[config.mk]
export PLATFORM = sky130hd
export DESIGN_NAME = db_dma
export DESIGN_NICKNAME = d
export VERILOG_FILES = /design/src/rtl/db_dma_pkg.sv /design/src/rtl/db_dma.sv
export SDC_FILE = /design/constraint.sdc
export NUM_CORES = 1
export LEC_CHECK = 0
export ABC_AREA = 1
export ABC_CLOCK_PERIOD_IN_PS = 4490
export BUFFER_PORTS_ARGS = -buffer_cell sky130_fd_sc_hd__buf_2
export CAP_MARGIN = 20
export CORE_MARGIN = 2
export CORE_UTILIZATION = 60
export DETAILED_ROUTE_END_ITERATION = 12
export PLACE_DENSITY = 0.95
export SETUP_SLACK_MARGIN = 0.3
export SYNTH_ARGS = -nofsm -noshare
export SYNTH_HDL_FRONTEND = slang
export SYNTH_SLANG_ARGS = --single-unit
[constraint.sdc]
create_clock -name clk -period 4.49 [get_ports clk]
set_input_delay 0.449 -clock clk [delete_from_list [all_inputs] [get_ports clk]]
set_output_delay 0.449 -clock clk [all_outputs]
set_load 0.02 [all_outputs]
[src/rtl/db_dma_pkg.sv]
// Shared bus-side definitions for the db_dma initiator: access-type encoding
// (mirrors the DataBus.vh MEM_ACCESS values) and word-stepping helpers.
package db_dma_pkg;

  localparam int MEM_ACCESS_W = 2;
  typedef logic [MEM_ACCESS_W-1:0] mem_access_t;

  localparam mem_access_t MEM_NONE = 2'd0;
  localparam mem_access_t MEM_R    = 2'd1;
  localparam mem_access_t MEM_W    = 2'd2;
  localparam mem_access_t MEM_X    = 2'd3;

  function automatic logic misaligned(input logic [31:0] addr);
    return addr[1:0] != 2'b00;
  endfunction

endpackage

[src/rtl/db_dma.sv]
// Word-copy DMA initiator on the CPU data bus: read src, write dst, N words.
// Optional constant-fill mode is enabled by defining DB_DMA_FILL_EN.
module db_dma
  import db_dma_pkg::*;
#(
  parameter int LEN_W     = 16,
  parameter int ADDR_STEP = 4
) (
  input  logic             clk,
  input  logic             res,
  input  logic             start,
  input  logic [31:0]      src,
  input  logic [31:0]      dst,
  input  logic [LEN_W-1:0] len,
`ifdef DB_DMA_FILL_EN
  input  logic             fill,
  input  logic [31:0]      fillData,
`endif
  output logic             busy,
  output logic             done,
  output logic             err,
  output logic [31:0]      db_addr,
  output logic [31:0]      db_dataOut,
  input  logic [31:0]      db_dataIn,
  output mem_access_t      db_accessType,
  output logic             db_io,
  input  logic             db_ready
);

  typedef enum logic [2:0] {
    S_IDLE,
    S_RD_REQ,
    S_RD_DATA,
    S_WR,
    S_DONE
  } state_t;

  localparam logic [31:0] STEP = 32'(ADDR_STEP);

  state_t           state_q, state_d;
  logic [31:0]      cur_src_q, cur_src_d;
  logic [31:0]      cur_dst_q, cur_dst_d;
  logic [LEN_W-1:0] cnt_q, cnt_d;
  logic [31:0]      addr_q, addr_d;
  logic [31:0]      dout_q, dout_d;
  mem_access_t      acc_q, acc_d;
  logic             busy_q, busy_d;
  logic             done_q, done_d;
  logic             err_q, err_d;

  // fill_in is the request-time flag; fill_mode is the latched per-transfer flag.
  logic             fill_in;
  logic             fill_mode;
  logic [31:0]      fill_word;

`ifdef DB_DMA_FILL_EN
  logic             fill_q, fill_d;
  logic [31:0]      fill_data_q, fill_data_d;

  assign fill_in   = fill;
  assign fill_mode = fill_q;
  assign fill_word = fill_data_q;

  always_comb begin
    fill_d      = fill_q;
    fill_data_d = fill_data_q;
    if (state_q == S_IDLE && start) begin
      fill_d      = fill;
      fill_data_d = fillData;
    end
  end

  always_ff @(posedge clk) begin
    if (res) begin
      fill_q      <= 1'b0;
      fill_data_q <= '0;
    end else begin
      fill_q      <= fill_d;
      fill_data_q <= fill_data_d;
    end
  end
`else
  assign fill_in   = 1'b0;
  assign fill_mode = 1'b0;
  assign fill_word = '0;
`endif

  // NOTE: every always_comb target gets a hold/default value first so that no
  // path through the case leaves it unassigned and infers a latch.
  always_comb begin
    state_d   = state_q;
    cur_src_d = cur_src_q;
    cur_dst_d = cur_dst_q;
    cnt_d     = cnt_q;
    addr_d    = addr_q;
    dout_d    = dout_q;
    acc_d     = acc_q;
    busy_d    = busy_q;
    done_d    = 1'b0;
    err_d     = err_q;

    unique case (state_q)
      S_IDLE: begin
        if (start) begin
          cur_src_d = src;
          cur_dst_d = dst;
          cnt_d     = len;
          err_d     = 1'b0;
          busy_d    = 1'b1;
          if (misaligned(dst) || (!fill_in && misaligned(src))) begin
            state_d = S_DONE;
            done_d  = 1'b1;
            err_d   = 1'b1;
          end else if (len == '0) begin
            state_d = S_DONE;
            done_d  = 1'b1;
          end else if (fill_in) begin
            state_d = S_WR;
            acc_d   = MEM_W;
            addr_d  = dst;
`ifdef DB_DMA_FILL_EN
            dout_d  = fillData;
`endif
          end else begin
            state_d = S_RD_REQ;
            acc_d   = MEM_R;
            addr_d  = src;
          end
        end
      end

      S_RD_REQ: begin
        if (db_ready) begin
          state_d = S_RD_DATA;
          acc_d   = MEM_NONE;
        end
      end

      // Read data is valid only in this cycle; it goes straight to the write bus.
      S_RD_DATA: begin
        state_d = S_WR;
        acc_d   = MEM_W;
        addr_d  = cur_dst_q;
        dout_d  = db_dataIn;
      end

      S_WR: begin
        if (db_ready) begin
          cur_src_d = cur_src_q + STEP;
          cur_dst_d = cur_dst_q + STEP;
          cnt_d     = cnt_q - LEN_W'(1);
          if (cnt_q == LEN_W'(1)) begin
            state_d = S_DONE;
            acc_d   = MEM_NONE;
            done_d  = 1'b1;
          end else if (fill_mode) begin
            acc_d   = MEM_W;
            addr_d  = cur_dst_q + STEP;
            dout_d  = fill_word;
          end else begin
            state_d = S_RD_REQ;
            acc_d   = MEM_R;
            addr_d  = cur_src_q + STEP;
          end
        end
      end

      S_DONE: begin
        state_d = S_IDLE;
        busy_d  = 1'b0;
      end

      default: begin
        state_d = S_IDLE;
        acc_d   = MEM_NONE;
        busy_d  = 1'b0;
      end
    endcase
  end

  // NOTE: the datapath registers are reset as well, because db_addr and
  // db_dataOut are driven straight from them and must read 0 out of reset.
  always_ff @(posedge clk) begin
    if (res) begin
      state_q   <= S_IDLE;
      cur_src_q <= '0;
      cur_dst_q <= '0;
      cnt_q     <= '0;
      addr_q    <= '0;
      dout_q    <= '0;
      acc_q     <= MEM_NONE;
      busy_q    <= 1'b0;
      done_q    <= 1'b0;
      err_q     <= 1'b0;
    end else begin
      state_q   <= state_d;
      cur_src_q <= cur_src_d;
      cur_dst_q <= cur_dst_d;
      cnt_q     <= cnt_d;
      addr_q    <= addr_d;
      dout_q    <= dout_d;
      acc_q     <= acc_d;
      busy_q    <= busy_d;
      done_q    <= done_d;
      err_q     <= err_d;
    end
  end

  assign busy          = busy_q;
  assign done          = done_q;
  assign err           = err_q;
  assign db_addr       = addr_q;
  assign db_dataOut    = dout_q;
  assign db_accessType = acc_q;
  assign db_io         = 1'b0;

endmodule

-- Word-level counts from Yosys, hierarchy flattened
Index checks and enable logic that the tools add are counted.
- flip-flop bits (word level): 152
- input bits: 116
- output and inout port bits: 70
- logic and storage cells: 78
- $add $sub $neg: 3
- eq/ne operators: 11
- muxes and demuxes: 38
- bitwise gates (word level): 2
- reductions and logical operators: 14
- operator list (operator ; number):
    32-bit two-way mux ; 9
    32-bit one-hot mux with 2 select lines ; 2
    32-bit one-hot mux with 3 select lines ; 1
    32-bit by 3-bit adder with 32-bit output, second input constant ; 2
    16-bit two-way mux ; 2
    16-bit one-hot mux with 2 select lines ; 1
    3-bit two-way mux ; 6
    16-bit by 1-bit == test with 1-bit output, second input constant ; 1
    16-bit zero test ; 1
    16-bit by 1-bit subtractor with 16-bit output, second input constant ; 1
    2-bit != test, second input constant ; 6
    3-bit one-hot mux with 4 select lines ; 1
    6-bit AND reduction ; 2
    2-bit two-way mux ; 5
    2-bit one-hot mux with 5 select lines ; 1
    1-bit two-way mux ; 8
    3-bit by 2-bit == test with 1-bit output, second input constant ; 2
    3-bit AND reduction ; 2
    2-bit nonzero test ; 3
    1-bit one-hot mux with 2 select lines ; 2
    2-bit AND reduction ; 2
    3-bit by 1-bit == test with 1-bit output, second input constant ; 1
    3-bit == test, second input constant ; 1
    3-bit zero test ; 1
    4 further kinds ; 5

-- Depth between registers and ports, before layout
- word-level depth: 5
- gate-level depth with buffers: 12
- gate-level depth less buffers: 11

-- Least setup slack after synthesis
No wires, ideal clock.
- kind: register -> register
- start: register cur_src_q[2]
- end: register addr_q[16], in the netlist db_addr[16]
- data arrival time: 1.496 ns
- path slack: 2.881 ns
- cell stages (with the launch flop): 11
- path buffers: 0
- period minus slack after synthesis: 1.609 ns
- cells stage by stage: dfxtp_1 ha_1 nand2_1 nor2_1 nand2_1 nor2_1 nand3_1 nand3_1 nand2_1 nor2_1 nor2_1
- cells in the longest elaborated chain, start to end: 4
- RTL lines (what ; RTL line ; RTL):
    from (decl) ; db_dma.sv:41 ; logic [31:0] cur_src_q, cur_src_d;
    from (signal assigned) ; db_dma.sv:197 ; cur_src_q <= cur_src_d;
    32-bit by 3-bit adder with 32-bit output ; db_dma.sv:163 ; addr_d = cur_src_q + STEP;
    32-bit two-way mux ; db_dma.sv:152 ; if (cnt_q == LEN_W'(1)) begin
    32-bit two-way mux ; db_dma.sv:148 ; if (db_ready) begin
    32-bit one-hot mux with 3 select lines ; db_dma.sv:102 ; unique case (state_q)
    to (signal assigned) ; db_dma.sv:200 ; addr_q <= addr_d;
    to (decl) ; db_dma.sv:44 ; logic [31:0] addr_q, addr_d;
No other way between the ends. The select of a mux whose other input is x is not followed.
A chain may end at the register's enable or synchronous reset.

-- Worst setup path in the final report
- start: register state_q[1]
- end: register addr_q[6], in the netlist db_addr[6]
- cells in the longest elaborated chain, start to end: 3
- elaborated cells between the ends (all ways): 11
- those cells by class: 7 x eq/ne; 1 x mux; 3 x reduce/logical
- RTL lines (what ; RTL line ; RTL):
    from (decl) ; db_dma.sv:40 ; state_t state_q, state_d;
    from (signal assigned) ; db_dma.sv:196 ; state_q <= state_d;
    3-bit by 2-bit == test with 1-bit output or 3-bit zero test (tied branches) ; db_dma.sv:102 ;
    2-bit != test (no line) or 3-bit nonzero test (tied branches) ; -- ;
    6-bit AND reduction (no line) ; -- ;
Parallel ways exist; a longest one is shown, timed or not.

==> reports/results.ini <==
[worst_setup_path]
path_buf_inv = 2
cp_max_fo = 42
slowest_stage = inv_2
worst_setup_path_start_kind = flip-flop
critPathKind = flip-flop to flip-flop
cp-end-kind = flip-flop
cp_top_family = simple AND/OR/NAND/NOR gates
required_ns = 4.87
cp_cell_sequence = nand3_4, inv_2, nand2_1, nand2_2, nand3_2, inv_2, nor2_1, nor2_1
max_stage_delay_ns = 0.71
arrival_ns = 3.98

[place]
numPortBuffers = 184
dp_cells = 1826
place_area_um2 = 9830
gp_congestion = 0.962
post-dp-hpwl_um = 21200
pre_cts_slack_ns = 1.08

[timing]
maxSlewHeadroom_pct = 39.6
rsz0062_at_grt = false
hold_ws_ns = 0.266
period_minus_slack_ns = 3.60
tightest_slew_ns = 0.905
period_share_pct = 80.2
setup_tns_ns = 0
hold_viol = 0
worst_slack_ns = 0.888
setup_viol = 0
skew_ns = 0.0123
fmax_ghz = 0.278
drv_slew = 0

[global_route]
grt_max_degree = 85
overflow = 0
grt_pass1_wl_um = 48100
grt_antenna_before_repair = 0
grt_usage_pct = 37.6
grt_pass1_vias = 9803

[cells_and_area]
nets = 1782
instances_no_fill = 1858
area_growth_pct = 16.4
final_core_util_pct = 71.7
antenna_cells = 0
multi_input_area_um2 = 5050
layout-drive-gt1-share_pct = 14.6
seqCellArea_um2 = 3040
final_area_um2 = 10400
fillCellCount = 1235

[cts]
cts_buffer_depth = 2
insertion_delay_ns = 0.44
cts_max_level = 4
cts.sinks = 152
clk_pin_slew_ns = 0.07
cts.root.buffer_cell = clkbuf_16
cts_hold_buf = 0
cts-resized-gates = 0
cts-buffers-inserted = 17
postCtsSetupBuffers = 0
cts_tree = done

[yosys]
syn_area_per_cell_um2 = 5.88
yosys_warnings = 0
synth_top_area_cell = dfxtp_1
synth_common_cells = nand2_1 (432), nor2_1 (307), dfxtp_1 (152)
synth-edff-count = 0
synth_nets = 1643
netlist_area_um2 = 8950
synth_area_leaders = dfxtp_1 (34%), nand2_1 (18%), nor2_1 (13%), o21ai_0 (7.0%), a21oi_1 (6.7%)
yosysMostFrequentCell = nand2_1
postSynthCellCount = 1523
ys_ff_latch = 152
async_reset_ff_share_pct = 0
synth_top_area_share_pct = 34.0
synth_cell_type_count = 35
yosysSeqAreaShare_pct = 34.0
synth_flop_cell = dfxtp_1

[routing]
first_iter_violations = 1387
wirelength_um = 30500
drc = 0
wire_per_inst_um = 16.4
antenna_left = 0
vias = 10800
drt-pass1-iter-count = 6
vias_per_cell = 5.79

[die]
initial_core_util_pct = 61.6
die_h_um = 126
core_um2 = 14500
ioPinCount = 186
die_area_um2 = 15900
rows = 44
die_w_um = 126

[hold_path]
hold_class = input pin to flip-flop

[pwr]
leakagePower_nw = 4.76
ir_drop_uv = 346
powerDensity_nw_per_um2 = 595
power_mw = 6.20

[flow_run]
maxCapViolCount = 0

[status]
status = complete, no violations

## kinds of logic after synthesis
family / count (synthesis) / share of synthesized area [%]
compound gates: 276 / 16.2
flops: 152 / 34.0
fa+ha+maj: 4 / 0.559
simple gates: 869 / 38.9
xor+xnor: 7 / 0.685
other cells: 1 / 0.0419
buf+inv: 214 / 9.70
## final timing paths
check	endpoint	slack (ns)	from	cells past startpoint
setup / recovery	db_addr[6]	0.89	state_q[1]	8
hold / removal	db_dataOut[6]	0.27	db_dataIn[6]	3
setup reg to reg	db_addr[6]	0.89	state_q[1]	8
hold reg to reg	err	0.47	err	2
## worst register-to-register path, cell delays in order, from the launching register on
cell and delay (ns):
dfxtp_1 0.53, nand3_4 0.41, inv_2 0.73, nand2_1 0.24
nand2_2 0.39, nand3_2 0.64, inv_2 0.41, nor2_1 0.09
nor2_1 0.11
## routing by layer
| metal | vias up | GRT usage (%) | part of all wire (%) |
|---|---|---|---|
| li1 | 5115 | - | - |
| met1 | 4806 | 47.6 | 38 |
| met2 | 697 | 59.6 | 46 |
| met3 | 148 | 7.56 | 11 |
| met4 | 0 | 21.5 | 6.2 |
| met5 | - | 0 | 0 |
## layout by cell type (no fill, tap or decap), types with 4 or more instances in the layout
cell	netlist	layout
nand2_1	432	432
nor2_1	307	307
buf_2	31	184
dfxtp_1	152	152
inv_1	134	134
o21ai_0	125	125
a21oi_1	119	119
nand3_1	99	99
clkbuf_16	0	17
a31oi_1	11	11
inv_2	8	8
nand4_1	8	8
nor3_1	8	8
buf_4	5	7
a211oi_1	6	6
xor2_1	5	5
o21ai_1	4	4
ha_1	4	4
inv_6	0	4
## power by group
part	internal, mW	switching [mW]	total [mW]
Sequential	1.79	0.424	2.21
Combinational	0.791	1.76	2.55
Clock	0.823	0.617	1.44
Total	3.40	2.80	6.20
## cell type report
| type | count | area share (%) |
|---|---|---|
| well taps | 184 | 2.21 |
| flip-flops and latches | 152 | 29.2 |
| clock inverters | 12 | 1.36 |
| inverters | 142 | 5.11 |
| multi-input cells | 1157 | 48.5 |
| repair buffers | 192 | 9.53 |
| clock buffers | 19 | 4.15 |
## flip-flops by register name, summed over array words and instances (netlist names)
signal	flops
cur_src_q	32
state_q	3
cur_dst_q	32
busy	1
db_addr	32
err	1
done	1
db_accessType	2
cnt_q	16
db_dataOut	32
No activity file was read; power rests on OpenSTA's default activity.
